--- config.mk ---
export PLATFORM = sky130hd
export DESIGN_NAME = mem_access_ctrl
export DESIGN_NICKNAME = d
export VERILOG_FILES = /design/src/rtl/mem_ctrl_pkg.sv /design/src/rtl/mac_wait_timer.sv /design/src/rtl/mem_access_ctrl.sv
export SDC_FILE = /design/constraint.sdc
export NUM_CORES = 1
export LEC_CHECK = 0
export ABC_AREA = 0
export BUFFER_PORTS_ARGS = -buffer_cell sky130_fd_sc_hd__buf_4
export CAP_MARGIN = 20
export CORE_MARGIN = 3
export CORE_UTILIZATION = 40
export DETAILED_ROUTE_END_ITERATION = 8
export PLACE_DENSITY = 0.7
export SLEW_MARGIN = 20
export SYNTH_ARGS = -nofsm -noshare
export SYNTH_HDL_FRONTEND = slang
export SYNTH_SLANG_ARGS = --single-unit
export TNS_END_PERCENT = 20
--- constraint.sdc ---
create_clock -name CLK -period 2 [get_ports CLK]
set_input_delay 0.4 -clock CLK [delete_from_list [all_inputs] [get_ports CLK]]
set_output_delay 0.4 -clock CLK [all_outputs]
set_load 0.1 [all_outputs]
--- src/rtl/mem_ctrl_pkg.sv ---
// Shared types and constants for the multicycle datapath control unit.
package mem_ctrl_pkg;

  // Control sequencer states; the encoding is also visible on DbgState.
  typedef enum logic [3:0] {
    ST_IDLE       = 4'd0,
    ST_FETCH_ADDR = 4'd1,
    ST_FETCH_WAIT = 4'd2,
    ST_FETCH_IR   = 4'd3,
    ST_DECODE     = 4'd4,
    ST_EXEC_ALU   = 4'd5,
    ST_MEM_ADDR   = 4'd6,
    ST_LOAD_WAIT  = 4'd7,
    ST_LOAD_WB    = 4'd8,
    ST_STORE_DATA = 4'd9,
    ST_STORE_WAIT = 4'd10,
    ST_HALTED     = 4'd11,
    ST_FAULT      = 4'd12
  } state_t;

  // Decoded instruction classes presented on OpClass.
  localparam logic [1:0] OP_ALU   = 2'b00;
  localparam logic [1:0] OP_LOAD  = 2'b01;
  localparam logic [1:0] OP_STORE = 2'b10;
  localparam logic [1:0] OP_HALT  = 2'b11;

  // Memory direction on RW.
  localparam logic RW_READ  = 1'b1;
  localparam logic RW_WRITE = 1'b0;

endpackage

--- src/rtl/mac_wait_timer.sv ---
// Wait-cycle counter: cleared outside wait states, counts each wait cycle and
// flags the last permitted wait cycle.
module mac_wait_timer #(
  parameter int TIMEOUT = 16,
  parameter int CW      = 5
) (
  input  logic CLK,
  input  logic RST,
  input  logic Clr,
  input  logic En,
  output logic Expired
);

  localparam logic [CW-1:0] LAST = CW'(TIMEOUT - 1);

  logic [CW-1:0] count;

  // Count wait cycles; saturate at the last cycle so the counter never wraps.
  always_ff @(posedge CLK) begin
    if (RST || Clr) begin
      count <= '0;
    end else if (En && (count != LAST)) begin
      count <= count + 1'b1;
    end
  end

  // High during the TIMEOUT-th cycle of a wait.
  assign Expired = (count == LAST);

endmodule

--- src/rtl/mem_access_ctrl.sv ---
// Moore control sequencer for fetch / ALU / load / store / halt flows with a
// bounded memory handshake.
// Handshake: MOV is held high for the whole wait state; the memory completes
// by raising MOC, which is only sampled while MOV=1, and MOV drops on the
// cycle after MOC is seen high. A wait lasting TIMEOUT cycles without MOC
// ends in FAULT.
module mem_access_ctrl
  import mem_ctrl_pkg::*;
#(
  parameter int TIMEOUT = 16,
  parameter int CW      = 5
) (
  input  logic       CLK,
  input  logic       RST,
  input  logic [1:0] OpClass,
  input  logic       SetFlags,
  input  logic       MOC,
  output logic       IRLd,
  output logic       MARLd,
  output logic       MDRLd,
  output logic       FDRLd,
  output logic       MARSel,
  output logic       MDRSel,
  output logic       MOV,
  output logic       RW,
  output logic       PCInc,
  output logic       RFLd,
  output logic       MemErr,
  output logic       Halted,
  output logic [3:0] DbgState
);

  state_t     state, state_nxt;
  logic [1:0] op_q;
  logic       flag_q;
  logic       in_wait;
  logic       expired;
  logic       timeout;

  assign in_wait  = (state == ST_FETCH_WAIT) || (state == ST_LOAD_WAIT) ||
                    (state == ST_STORE_WAIT);
  assign timeout  = in_wait && expired && !MOC;
  assign DbgState = state;

  mac_wait_timer #(
    .TIMEOUT (TIMEOUT),
    .CW      (CW)
  ) u_timer (
    .CLK     (CLK),
    .RST     (RST),
    .Clr     (!in_wait),
    .En      (in_wait),
    .Expired (expired)
  );

  // State register plus op class / SetFlags captured in DECODE for the flow.
  always_ff @(posedge CLK) begin
    if (RST) begin
      state  <= ST_IDLE;
      op_q   <= OP_ALU;
      flag_q <= 1'b0;
    end else begin
      state <= state_nxt;
      if (state == ST_DECODE) begin
        op_q   <= OpClass;
        flag_q <= SetFlags;
      end
    end
  end

  // Next-state selection; MOC takes priority over timeout in wait states.
  always_comb begin
    state_nxt = state;
    case (state)
      ST_IDLE:       state_nxt = ST_FETCH_ADDR;
      ST_FETCH_ADDR: state_nxt = ST_FETCH_WAIT;
      ST_FETCH_WAIT: begin
        if (MOC)          state_nxt = ST_FETCH_IR;
        else if (timeout) state_nxt = ST_FAULT;
      end
      ST_FETCH_IR:   state_nxt = ST_DECODE;
      ST_DECODE: begin
        case (OpClass)
          OP_ALU:  state_nxt = ST_EXEC_ALU;
          OP_HALT: state_nxt = ST_HALTED;
          default: state_nxt = ST_MEM_ADDR;
        endcase
      end
      ST_EXEC_ALU:   state_nxt = ST_FETCH_ADDR;
      ST_MEM_ADDR:   state_nxt = (op_q == OP_LOAD) ? ST_LOAD_WAIT : ST_STORE_DATA;
      ST_LOAD_WAIT: begin
        if (MOC)          state_nxt = ST_LOAD_WB;
        else if (timeout) state_nxt = ST_FAULT;
      end
      ST_LOAD_WB:    state_nxt = ST_FETCH_ADDR;
      ST_STORE_DATA: state_nxt = ST_STORE_WAIT;
      ST_STORE_WAIT: begin
        if (MOC)          state_nxt = ST_FETCH_ADDR;
        else if (timeout) state_nxt = ST_FAULT;
      end
      ST_HALTED:     state_nxt = ST_HALTED;
      ST_FAULT:      state_nxt = ST_FAULT;
      default:       state_nxt = ST_IDLE;
    endcase
  end

  // Output decode from state; only MDRLd in read waits follows MOC.
  always_comb begin
    IRLd   = 1'b0;
    MARLd  = 1'b0;
    MDRLd  = 1'b0;
    FDRLd  = 1'b0;
    MARSel = 1'b0;
    MDRSel = 1'b0;
    MOV    = 1'b0;
    RW     = RW_WRITE;
    PCInc  = 1'b0;
    RFLd   = 1'b0;
    MemErr = 1'b0;
    Halted = 1'b0;
    case (state)
      ST_FETCH_ADDR: MARLd = 1'b1;
      ST_FETCH_WAIT, ST_LOAD_WAIT: begin
        MOV   = 1'b1;
        RW    = RW_READ;
        MDRLd = MOC;
      end
      ST_FETCH_IR: begin
        IRLd  = 1'b1;
        PCInc = 1'b1;
      end
      ST_EXEC_ALU: begin
        RFLd  = 1'b1;
        FDRLd = flag_q;
      end
      ST_MEM_ADDR: begin
        MARLd  = 1'b1;
        MARSel = 1'b1;
      end
      ST_LOAD_WB:    RFLd = 1'b1;
      ST_STORE_DATA: begin
        MDRLd  = 1'b1;
        MDRSel = 1'b1;
      end
      ST_STORE_WAIT: MOV = 1'b1;
      ST_HALTED:     Halted = 1'b1;
      ST_FAULT:      MemErr = 1'b1;
      default:       ;
    endcase
  end

endmodule

# After elaboration in Yosys (flattened, before gate mapping)

Index checks and enable logic that the tools add are counted.

Register bits: 12
Input port bits: 6

Equality and inequality tests: 16
$add $sub $neg: 1
Reductions and logical operators: 15
Mux-type cells: 18

Operator list:

| operator                                                               | number |
|---|---|
| 4-bit case mux with 11 select lines                                    | 1 |
| 4-bit equality test (second input constant)                            | 5 |
| 4-bit 2-to-1 mux                                                       | 5 |
| 4-bit by 3-bit equality test with 1-bit output (second input constant) | 4 |
| 1-bit 2-to-1 mux                                                       | 10 |
| 4-bit by 2-bit equality test with 1-bit output (second input constant) | 2 |
| 4-bit case mux with 2 select lines                                     | 1 |
| 2-bit OR reduction                                                     | 3 |
| 3-bit OR reduction                                                     | 2 |
| 5-bit by 1-bit adder with 5-bit output (second input constant)         | 1 |
| 5-bit by 4-bit equality test with 1-bit output (second input constant) | 1 |
| 5-bit by 4-bit != test with 1-bit output (second input constant)       | 1 |
| 4-bit by 1-bit equality test with 1-bit output (second input constant) | 1 |
| 4-bit logical NOT                                                      | 1 |
| 1-bit logical AND                                                      | 3 |
| 1-bit logical OR                                                       | 3 |
| 2-bit by 1-bit equality test with 1-bit output (second input constant) | 1 |
| 2-bit equality test (second input constant)                            | 1 |
| 1-bit logical NOT                                                      | 2 |
| 2-bit logical NOT                                                      | 1 |
| 1-bit case mux with 2 select lines                                     | 1 |

# Logic depth before layout (Yosys ltp)

Word-level depth: 8
Mapped depth: 8
Gate-level depth less buffers: 7

# Modules after synthesis

Synthesis repeated with hierarchy kept, for this count alone.

Cells, all modules: 112
Area, all modules: 864.6 µm²

By module, submodules not included:

| module          | times used | area each (µm²) | cells an instance |
|---|---|---|---|
| mem_access_ctrl | 1          | 623.1           | 86 |
| mac_wait_timer  | 1          | 241.5           | 26 |

# Worst setup path after synthesis

Ideal clock, no wire load.

Path type: flip-flop to output port
Start: register state[0], in the netlist DbgState[0]
End: output FDRLd
Slack: -2,130 ps
Data arrival time: 3,730 ps
Stages on the path, launching flop included: 4
Required time: 1,600 ps
Path buffers: 1
Cells stage by stage: dfxtp_1 -> buf_2 -> nand3b_1 -> nor3b_1

Longest elaborated chain between the ends: 2

RTL lines:

| element                                        | RTL line               | RTL |
|---|---|---|
| start: declaration                             | mem_access_ctrl.sv:33  | `state_t state, state_nxt;` |
| start signal: assignment                       | mem_access_ctrl.sv:63  | `state <= state_nxt;` |
| 4-bit by 3-bit equality test with 1-bit output | mem_access_ctrl.sv:121 | `case (state)` |
| 1-bit 2-to-1 mux                               | mem_access_ctrl.sv:121 |  |
| end: declaration                               | mem_access_ctrl.sv:21  | `output logic FDRLd,` |

Every way passes these cells.

# Worst setup path in the final report

Start: register state[3], in the netlist DbgState[3]
End: output RFLd

Longest elaborated chain between the ends: 3

RTL lines:

| element                                                                                      | RTL line               | RTL |
|---|---|---|
| 4-bit equality test / 4-bit by 3-bit equality test with 1-bit output (equally long branches) | mem_access_ctrl.sv:121 |  |
| 2-bit OR reduction (no line) *                                                               | -                      |  |
| 1-bit 2-to-1 mux *                                                                           | mem_access_ctrl.sv:121 |  |
| end: declaration                                                                             | mem_access_ctrl.sv:27  | `output logic RFLd,` |

Mark *: on every way between the ends. The rest lies on a longest branch, timed or not.

==> impl_metrics.env <==
export IMPL_die_width_um=52.4
export IMPL_fin_crit_ps=1940
export IMPL_cp_start_kind="flop"
export IMPL_tightest_slew_ps=382
export IMPL_fin_ws_ps=62.9
export IMPL_drt_iter0_drc=10
export IMPL_synth_edf_count=0
export IMPL_highest_layer="met4"
export IMPL_drc=0
export IMPL_clockBufferDepth=2
export IMPL_via_count=798
export IMPL_drive_gt1_share_pct=39.8
export IMPL_antenna_found_initial=0
export IMPL_die_h_um=52.4
export IMPL_synth_top_flop_cell="dfxtp_1"
export IMPL_power_density_mw_per_mm2=875
export IMPL_met1_length_um=977
export IMPL_leakagePower_nw=0.478
export IMPL_num_rows=16
export IMPL_htreeDepth=1
export IMPL_firstDrtPassIters=4
export IMPL_postSynthCellCount=102
export IMPL_async_flop_share_pct=0
export IMPL_nNetsFinal=140
export IMPL_nFillCells=182
export IMPL_synth_commonest_cells="nor2_1, dfxtp_1, mux2i_1"
export IMPL_drtAntennaViolNets=0
export IMPL_synth_cell_types=39
export IMPL_hp_class="in2reg"
export IMPL_hold_violations=0
export IMPL_holdWs_ps=322
export IMPL_core_area_mm2=0.00200
export IMPL_cap_violations=0
export IMPL_ir_worst_vdd_mv=0.516
export IMPL_port_buffers=21
export IMPL_grt_pass1_wl_um=3510
export IMPL_cts_buffers=3
export IMPL_clk_latency_ps=270
export IMPL_cts_tree="built"
export IMPL_yosysTopAreaCellShare_pct=27.9
export IMPL_cts_sinks=12
export IMPL_required_ps=1600
export IMPL_worst_clock_skew_ps=7.41
export IMPL_dr_wl_met3_um=134
export IMPL_synth_area_um2=862
export IMPL_report_power_total_mw=1.04
export IMPL_io_pins=22
export IMPL_critPathKind="reg2out"
export IMPL_synthToLayoutAreaGrowth_pct=38.5
export IMPL_syn_avg_cell_area_um2=8.45
export IMPL_slew_headroom_pct=74.4
export IMPL_critPathMaxFanout=14
export IMPL_overflow=0
export IMPL_avgViaCountPerCell=5.15
export IMPL_root_buffer="clkbuf_4"
export IMPL_drv_slew=0
export IMPL_yosysWarnings=0
export IMPL_synth_area_leader_cell="dfxtp_1"
export IMPL_track_usage_pct=17.1
export IMPL_setup_viol_count_final=0
export IMPL_pre_cts_slack_ps=245
export IMPL_clkTransAtPathRegs_ps=80
export IMPL_wl_met2_um=906
export IMPL_grt_pass1_vias=757
export IMPL_die_area_mm2=0.00275
export IMPL_synth_area_leaders="dfxtp_1, ha_1, mux2i_1"
export IMPL_grt_max_degree=19
export IMPL_syn_num_nets=113
export IMPL_finalCritPeriodShare_pct=96.9
export IMPL_synth_most_common_cell="nor2_1"
export IMPL_seq_area_frac_synth_pct=27.9
export IMPL_fmax_ghz=0.516
export IMPL_start_util_pct=43.1
export IMPL_ys_ff_latch=12
export IMPL_post_dp_hpwl_um=1450
export IMPL_status="completed"
export IMPL_gp_congestion=0.759
export IMPL_wl_per_cell_um=13.1
export IMPL_cp_arrival_ps=1540
export IMPL_end_kind="primary output"
export IMPL_wl_um=2030
export IMPL_antennaDiodeCount=0
-- worst max-delay path: stages (launching register included) --
cell     delay [ps]
dfxtp_4         460
or3b_4          420
a21oi_2         170
buf_8           210
-- area by class of cell --
type / count / area [µm²] / share of cell area, %
timing repair buffer: 28 / 225 / 18.9
clock buffer: 4 / 26.3 / 2.20
multi-input combinational: 80 / 638 / 53.5
inverter: 4 / 15.0 / 1.26
tap: 27 / 33.8 / 2.83
sequential: 12 / 255 / 21.4
-- flip-flops by register name, indices dropped and copies added, names as in the netlist --
register	cells
DbgState	4
flag_q	1
op_q	2
u_timer.count	5
-- metal layers --
metal  up-vias  global-route usage [%]
met1       363                    23.4
met3         2                    6.27
met2        23                    25.8
li1        410                       -
met5         -                       0
met4         0                    2.55
-- cells by family after synthesis --
family          synth area share (%)
simple gates                    32.5
compound gates                  15.7
flops                           27.9
buf+inv                         5.37
mux                             8.27
fa+ha+maj                       7.26
xor+xnor                        3.05
-- placed cells by master (no fill, tap or decap), drive strengths merged --
master | Yosys | final
a21o | 1 | 1
a21oi | 5 | 5
a22oi | 1 | 1
a31oi | 2 | 2
a41oi | 1 | 1
and2 | 1 | 1
and2b | 1 | 1
and3 | 2 | 2
and3b | 1 | 1
and4bb | 1 | 1
buf | 5 | 28
clkbuf | 1 | 4
dfxtp | 12 | 12
ha | 5 | 5
inv | 4 | 4
mux2 | 1 | 1
mux2i | 6 | 6
nand2 | 4 | 4
nand2b | 4 | 4
nand3 | 1 | 1
nand3b | 2 | 2
nand4b | 1 | 1
nor2 | 14 | 14
nor2b | 3 | 3
nor3 | 2 | 2
nor3b | 3 | 3
nor4b | 2 | 2
o211ai | 2 | 2
o21a | 3 | 3
o21ai | 5 | 5
o21bai | 1 | 1
or3b | 2 | 2
xnor2 | 1 | 1
xor2 | 2 | 2
-- where the power goes --
group	leakage, nW	internal [mW]	switching [mW]
clock	0.0150	0.0773	0.0807
combinational	0.363	0.175	0.414
sequential	0.100	0.260	0.0364
total	0.478	0.513	0.531
-- through the flow --
| stage | std cells | TNS (ps) | util, % | cell area (µm²) |
|---|---|---|---|---|
| after global placement | 145 | 0 | 55.2 | 1100 |
| after CTS | 149 | 0 | 56.9 | 1140 |
| final | 155 | 0 | 59.6 | 1190 |
| after global routing | 155 | -2.22 | 59.6 | 1190 |
| after floorplan | 102 | -1860 | - | 938 |
| after detailed placement | 145 | 0 | 55.2 | 1100 |
-- worst paths after layout --
check	endpoint	start	slack (ps)	cells past startpoint
hold reg to reg	flag_q	flag_q	500	2
setup / recovery	RFLd	DbgState[3]	60	3
hold / removal	flag_q	RST	320	2
setup reg to reg	DbgState[0]	u_timer.count[0]	290	7
-- timing repair --
action	4_1_cts	5_1_grt
pin swaps	0	0
resized for setup	2	3
cloned	0	0
buffers inserted	0	6
setup endpoints to repair	1	4
hold buffers	0	0
Note: power is estimated with default switching activity, not from simulation.
